[config.mk]
export PLATFORM = sky130hd
export DESIGN_NAME = apb_reg_slave
export DESIGN_NICKNAME = d
export VERILOG_FILES = /design/src/rtl/apb_reg_slave.sv
export SDC_FILE = /design/constraint.sdc
export NUM_CORES = 1
export LEC_CHECK = 0
export CAP_MARGIN = 40
export CORE_AREA = 2 2 443 445
export DETAILED_ROUTE_END_ITERATION = 10
export DIE_AREA = 0 0 445 447
export GPL_ROUTABILITY_DRIVEN = 0
export SLEW_MARGIN = 15
export SYNTH_ARGS = -nofsm -noshare
export SYNTH_HDL_FRONTEND = slang
export SYNTH_SLANG_ARGS = --single-unit
export TNS_END_PERCENT = 5
[constraint.sdc]
create_clock -name PCLK -period 3.87 [get_ports PCLK]
set_clock_uncertainty 0.05 [all_clocks]
set_input_delay 0.387 -clock PCLK [delete_from_list [all_inputs] [get_ports PCLK]]
set_output_delay 0.387 -clock PCLK [all_outputs]
set_load 0.05 [all_outputs]
[src/rtl/apb_reg_slave.sv]
// APB completer exposing a bank of byte-strobed control registers with
// optional read-only status slots, programmable wait states and PSLVERR.
module apb_reg_slave #(
  parameter int                  ADDR_WIDTH  = 32,
  parameter int                  DATA_WIDTH  = 32,
  parameter int                  NUM_REGS    = 16,
  parameter int                  WAIT_STATES = 0,
  parameter logic [NUM_REGS-1:0] RO_MASK     = '0
) (
  input  logic                           PCLK,
  input  logic                           PRESETn,
  input  logic                           PSEL,
  input  logic                           PENABLE,
  input  logic [ADDR_WIDTH-1:0]          PADDR,
  input  logic                           PWRITE,
  input  logic [DATA_WIDTH-1:0]          PWDATA,
  input  logic [DATA_WIDTH/8-1:0]        PSTRB,
  input  logic [2:0]                     PPROT,
  output logic                           PREADY,
  output logic [DATA_WIDTH-1:0]          PRDATA,
  output logic                           PSLVERR,
  input  logic [NUM_REGS*DATA_WIDTH-1:0] status_i,
  output logic [NUM_REGS*DATA_WIDTH-1:0] regs_o
);

  localparam int STRB_W    = DATA_WIDTH / 8;
  localparam int BYTE_BITS = $clog2(STRB_W);
  localparam int IDX_BITS  = $clog2(NUM_REGS);
  localparam int DEC_BITS  = BYTE_BITS + IDX_BITS;
  localparam int WCNT_W    = 4;

  localparam logic [WCNT_W-1:0]     WAIT_LAST = WCNT_W'(WAIT_STATES);
  localparam logic [ADDR_WIDTH-1:0] LANE_MASK = ADDR_WIDTH'(STRB_W - 1);

  localparam logic [0:0] IDLE   = 1'b0;
  localparam logic [0:0] ACCESS = 1'b1;

  logic [0:0]            state_q, state_d;
  logic [WCNT_W-1:0]     wcnt_q, wcnt_d;
  logic [DATA_WIDTH-1:0] regs_q [NUM_REGS];
  logic [DATA_WIDTH-1:0] regs_d [NUM_REGS];
  logic [DATA_WIDTH-1:0] reg_view [NUM_REGS];

  logic                  aligned;
  logic                  in_range;
  logic [IDX_BITS-1:0]   idx;
  logic                  err;
  logic                  pready;
  logic                  commit;
  logic [DATA_WIDTH-1:0] rdata;

  // Protection attributes are accepted but carry no meaning for this bank;
  // status_i slices for writable registers are likewise never observed.
  logic unused_inputs;
  assign unused_inputs = ^{PPROT, status_i};

  // ---------------------------------------------------------------------
  // Address decode and error classification
  // ---------------------------------------------------------------------
  assign aligned  = (PADDR & LANE_MASK) == '0;
  assign in_range = (PADDR >> DEC_BITS) == '0;
  assign idx      = PADDR[BYTE_BITS +: IDX_BITS];
  assign err      = !aligned || !in_range || (PWRITE && RO_MASK[idx]);

  assign pready = (state_q == ACCESS) && (wcnt_q == WAIT_LAST);
  assign commit = pready && PSEL && PENABLE;

  // ---------------------------------------------------------------------
  // Register view: read-only slots mirror status_i, the rest are storage
  // ---------------------------------------------------------------------
  for (genvar i = 0; i < NUM_REGS; i++) begin : g_view
    if (RO_MASK[i]) begin : g_ro
      assign reg_view[i] = status_i[i*DATA_WIDTH +: DATA_WIDTH];
    end else begin : g_rw
      assign reg_view[i] = regs_q[i];
    end
    assign regs_o[i*DATA_WIDTH +: DATA_WIDTH] = reg_view[i];
  end

  assign rdata = reg_view[idx];

  // Read data and error are only driven in the completing cycle so the
  // bus sees zeros whenever PREADY is low.
  assign PREADY  = pready;
  assign PRDATA  = (pready && !PWRITE && !err) ? rdata : '0;
  assign PSLVERR = pready && err;

  // ---------------------------------------------------------------------
  // Transfer FSM
  // ---------------------------------------------------------------------
  always_comb begin
    // NOTE: every signal gets a default first so no path leaves it unassigned
    // and no latch is inferred.
    state_d = state_q;
    wcnt_d  = wcnt_q;
    unique case (state_q)
      IDLE: begin
        if (PSEL && !PENABLE) begin
          state_d = ACCESS;
          wcnt_d  = '0;
        end
      end
      ACCESS: begin
        if (!PSEL) begin
          state_d = IDLE;
        end else if (commit) begin
          state_d = IDLE;
        end else if (wcnt_q != WAIT_LAST) begin
          wcnt_d = wcnt_q + 1'b1;
        end
      end
      default: state_d = IDLE;
    endcase
  end

  // ---------------------------------------------------------------------
  // Byte-strobed register update; error transfers leave state untouched
  // ---------------------------------------------------------------------
  always_comb begin
    regs_d = regs_q;
    if (commit && PWRITE && !err) begin
      for (int k = 0; k < STRB_W; k++) begin
        if (PSTRB[k]) begin
          regs_d[idx][8*k +: 8] = PWDATA[8*k +: 8];
        end
      end
    end
  end

  always_ff @(posedge PCLK or negedge PRESETn) begin
    if (!PRESETn) begin
      // NOTE: non-blocking assignments keep every flop sampling pre-edge values,
      // independent of statement order.
      state_q <= IDLE;
      wcnt_q  <= '0;
      // NOTE: the register bank is built from flops rather than a RAM, so it can
      // and must be reset; a RAM macro would have no reset port.
      for (int i = 0; i < NUM_REGS; i++) begin
        regs_q[i] <= '0;
      end
    end else begin
      state_q <= state_d;
      wcnt_q  <= wcnt_d;
      for (int i = 0; i < NUM_REGS; i++) begin
        regs_q[i] <= regs_d[i];
      end
    end
  end

endmodule

==> metrics.txt <==
run status finished, final reports clean; Internal 9.35 mW; CTS buffer count 66; CP required 3.43 ns; Synth Area in Adders 0.101%; sequential fraction of the synthesis area 52.4%; PortBufs between 600 and 700; Synth Area in Compound Gates 2.80%; Num Clock Sinks 517; vias in the first global route 18.2k; Ys Warns 0; starting DRC count in detailed routing 1213; Setup Fix Bufs, Post-CTS 0; max_cap viols 0; Layout Area Growth over Synthesis 51.8%; mux cell area share after synthesis 35.3%; syn nets 2163; most frequent cells in the layout clkdlybuf4s50_1 (582), dfrtp_1 (517), mux2_2 (476), mux4_2 (128), buf_4 (93); CTS tree done; routed via count 17.7k; cell row count 162; first-pass GRT wire length roughly 160000 um; Simple-Gate Fraction of Synth Area 6.95%; final hold violations 0; Final Critical Period 3.58 ns; share of layout cells above drive strength 1 between 40% and 50%; DRC Markers 0; combinational share of power about 5.7%; gr usage total 11.7%; clock transition at the registers of the reported paths 0.05 ns; commonest non-fill, non-tap cell in the layout clkdlybuf4s50_1; Final TNS setup 0 ns; critical path class flop to primary output; vias per std cell 3.64; worst relative slew slack 41.9%; Seq cells post-synth 517; drt pass-1 iters 5; Worst EP arrival 3.15 ns; critical path launch point type flop; net switching power 3.10 mW; WL per Instance roughly 25 um; endpoints failing setup 0; Die H 447 um; synthesized netlist cell count 1573; Power per Cell Area 332 mW/mm^2; hold_ws 0.294 ns; number of H-tree levels 3; RSZ-0062 raised after global routing no; largest net degree at the start of global routing 78; cell taking the most area after synthesis dfrtp_1; worst ir drop on vdd 0.000270 V; die area 0.199 mm^2; clock power share between 50% and 60%; clock buffer depth 3; Core Region 0.194 mm^2; Slew @ Worst Pin 0.869 ns; worst-skew pair later-pin latency about 0.67 ns; Post-DRT Antenna Nets 0; Synth cell types 36; period utilization 92.6%; post-CTS sizing 0; LEAKAGE 16.1 nW; root buffer selected by CTS clkbuf_16; power share of the sequential group 43.7%; Setup crit end kind primary output; mapped cell area 0.0247 mm^2; initial antenna violation count 13; Synth area leaders dfrtp_1 (52%), mux2_2 (22%), mux4_2 (12%), nor4_4 (4.1%), a22oi_1 (1.9%); share of the synthesized area in the top cell type 52.4%; hpwl dp 89200 um; Sw Share roughly 25%; drt total wl 119000 um; Final Max Slew Viols 0; initial core utilization 12.7%; Avg Synthesized Cell Area about 16 um^2; CTS Hold Bufs 1; GRT Residual Overflow 0; Fmax 279 MHz; main combinational cell family by area after synthesis multiplexers; Die X-Extent 445 um; XOR/XNOR Fraction of Synth Area 0%; IO Pins 1134; post-layout net count 2848; CP max FO 32; Hold WC Path Type input pin to asynchronous set/reset pin; fin util 19.3%
[logic make-up (layout without fill, tap and decap cells)]
| family | after synthesis | in the layout |
|---|---|---|
| adder cells (fa/ha/maj) | 2 | 2 |
| other | 0 | 4 |
| AO/OA/AOI/OAI | 104 | 104 |
| multiplexers | 640 | 640 |
| AND/OR/NAND/NOR | 175 | 175 |
| flip-flops | 517 | 517 |
| buffers and inverters | 135 | 870 |
[worst max-delay path, stage by stage (launching register included)]
cell	delay [ns]
dfrtp_1	0.42
inv_1	0.11
ha_1	0.15
nor3b_2	0.18
nand2_1	0.12
or4_2	0.59
buf_12	0.23
a21oi_1	0.40
buf_12	0.19
[synthesized netlist by cell type]
cell / count
and4_1: 1
dfrtp_1: 517
a32o_1: 1
nand4_2: 1
buf_8: 2
buf_2: 39
nor2_1: 3
o21ai_0: 4
mux4_2: 128
nor3b_2: 1
nor4bb_1: 5
nand4_1: 2
mux2_2: 476
nor4_4: 48
nand3_1: 2
inv_1: 4
a21o_1: 1
clkbuf_1: 85
a21oi_1: 33
buf_4: 1
nand2b_1: 1
a22o_1: 1
and2_1: 2
buf_1: 1
nor2b_1: 5
mux2_4: 16
buf_6: 3
and4bb_2: 1
or4_1: 17
nor4b_1: 4
and4b_1: 4
nand2_1: 70
a22oi_1: 64
nor4_1: 8
ha_1: 2
mux2_1: 20
[metrics by stage]
stage	worst slack, ns	instances	power, mW	instance area [um^2]
2_1_floorplan	0.864	1573	5.84	24700
3_3_place_gp	0.348	4729	6.25	35200
3_5_place_dp	0.373	4731	6.26	35300
4_1_cts	0.224	4850	12.7	37500
5_1_grt	0.214	4853	13.0	37500
6_report	0.287	4854	12.4	37500
[worst paths after layout]
check,startpoint,end,slack [ns],cells after the start
worst max-delay path,wcnt_q[0],PRDATA[8],0.29,8
worst min-delay path,PRESETn,regs_o[57],0.29,2
worst max register to register,wcnt_q[0],regs_o[166],0.58,10
worst min register to register,regs_o[220],regs_o[220],0.47,1
max in group asynchronous,PRESETn,regs_o[11],2.53,3
min in group PCLK,PSEL,state_q,0.43,2
[routing by layer]
| layer | share of wire [%] | GRT usage, % | vias up |
|---|---|---|---|
| met5 | 0 | 0 | - |
| met4 | 5.5 | 6.09 | 0 |
| met1 | 36 | 12.9 | 9487 |
| li1 | - | - | 7400 |
| met3 | 5.2 | 2.58 | 187 |
| met2 | 53 | 21.2 | 604 |
[registers in the layout, indices dropped and copies added (netlist names)]
signal	flops
state_q	1
regs_o	512
wcnt_q	4
[power groups by stage]
stage / logic [mW] / registers (mW) / clock network (mW)
3_3_place_gp: 0.709 / 5.54 / 0
6_report: 0.706 / 5.44 / 6.30
3_5_place_dp: 0.717 / 5.54 / 0
5_1_grt: 0.768 / 5.44 / 6.75
2_1_floorplan: 0.302 / 5.54 / 0
4_1_cts: 0.720 / 5.44 / 6.54
[cell type report]
class / count / area (um^2)
inverter: 4 / 15.0
timing repair buffer: 748 / 7950
fill: 20900 / 157000
sequential: 517 / 12900
multi-input combinational: 921 / 11200
tap: 2542 / 3180
clock buffer: 93 / 1840
antenna: 4 / 10.0
clock inverter: 25 / 359
Power figures use the tool's default switching activity.
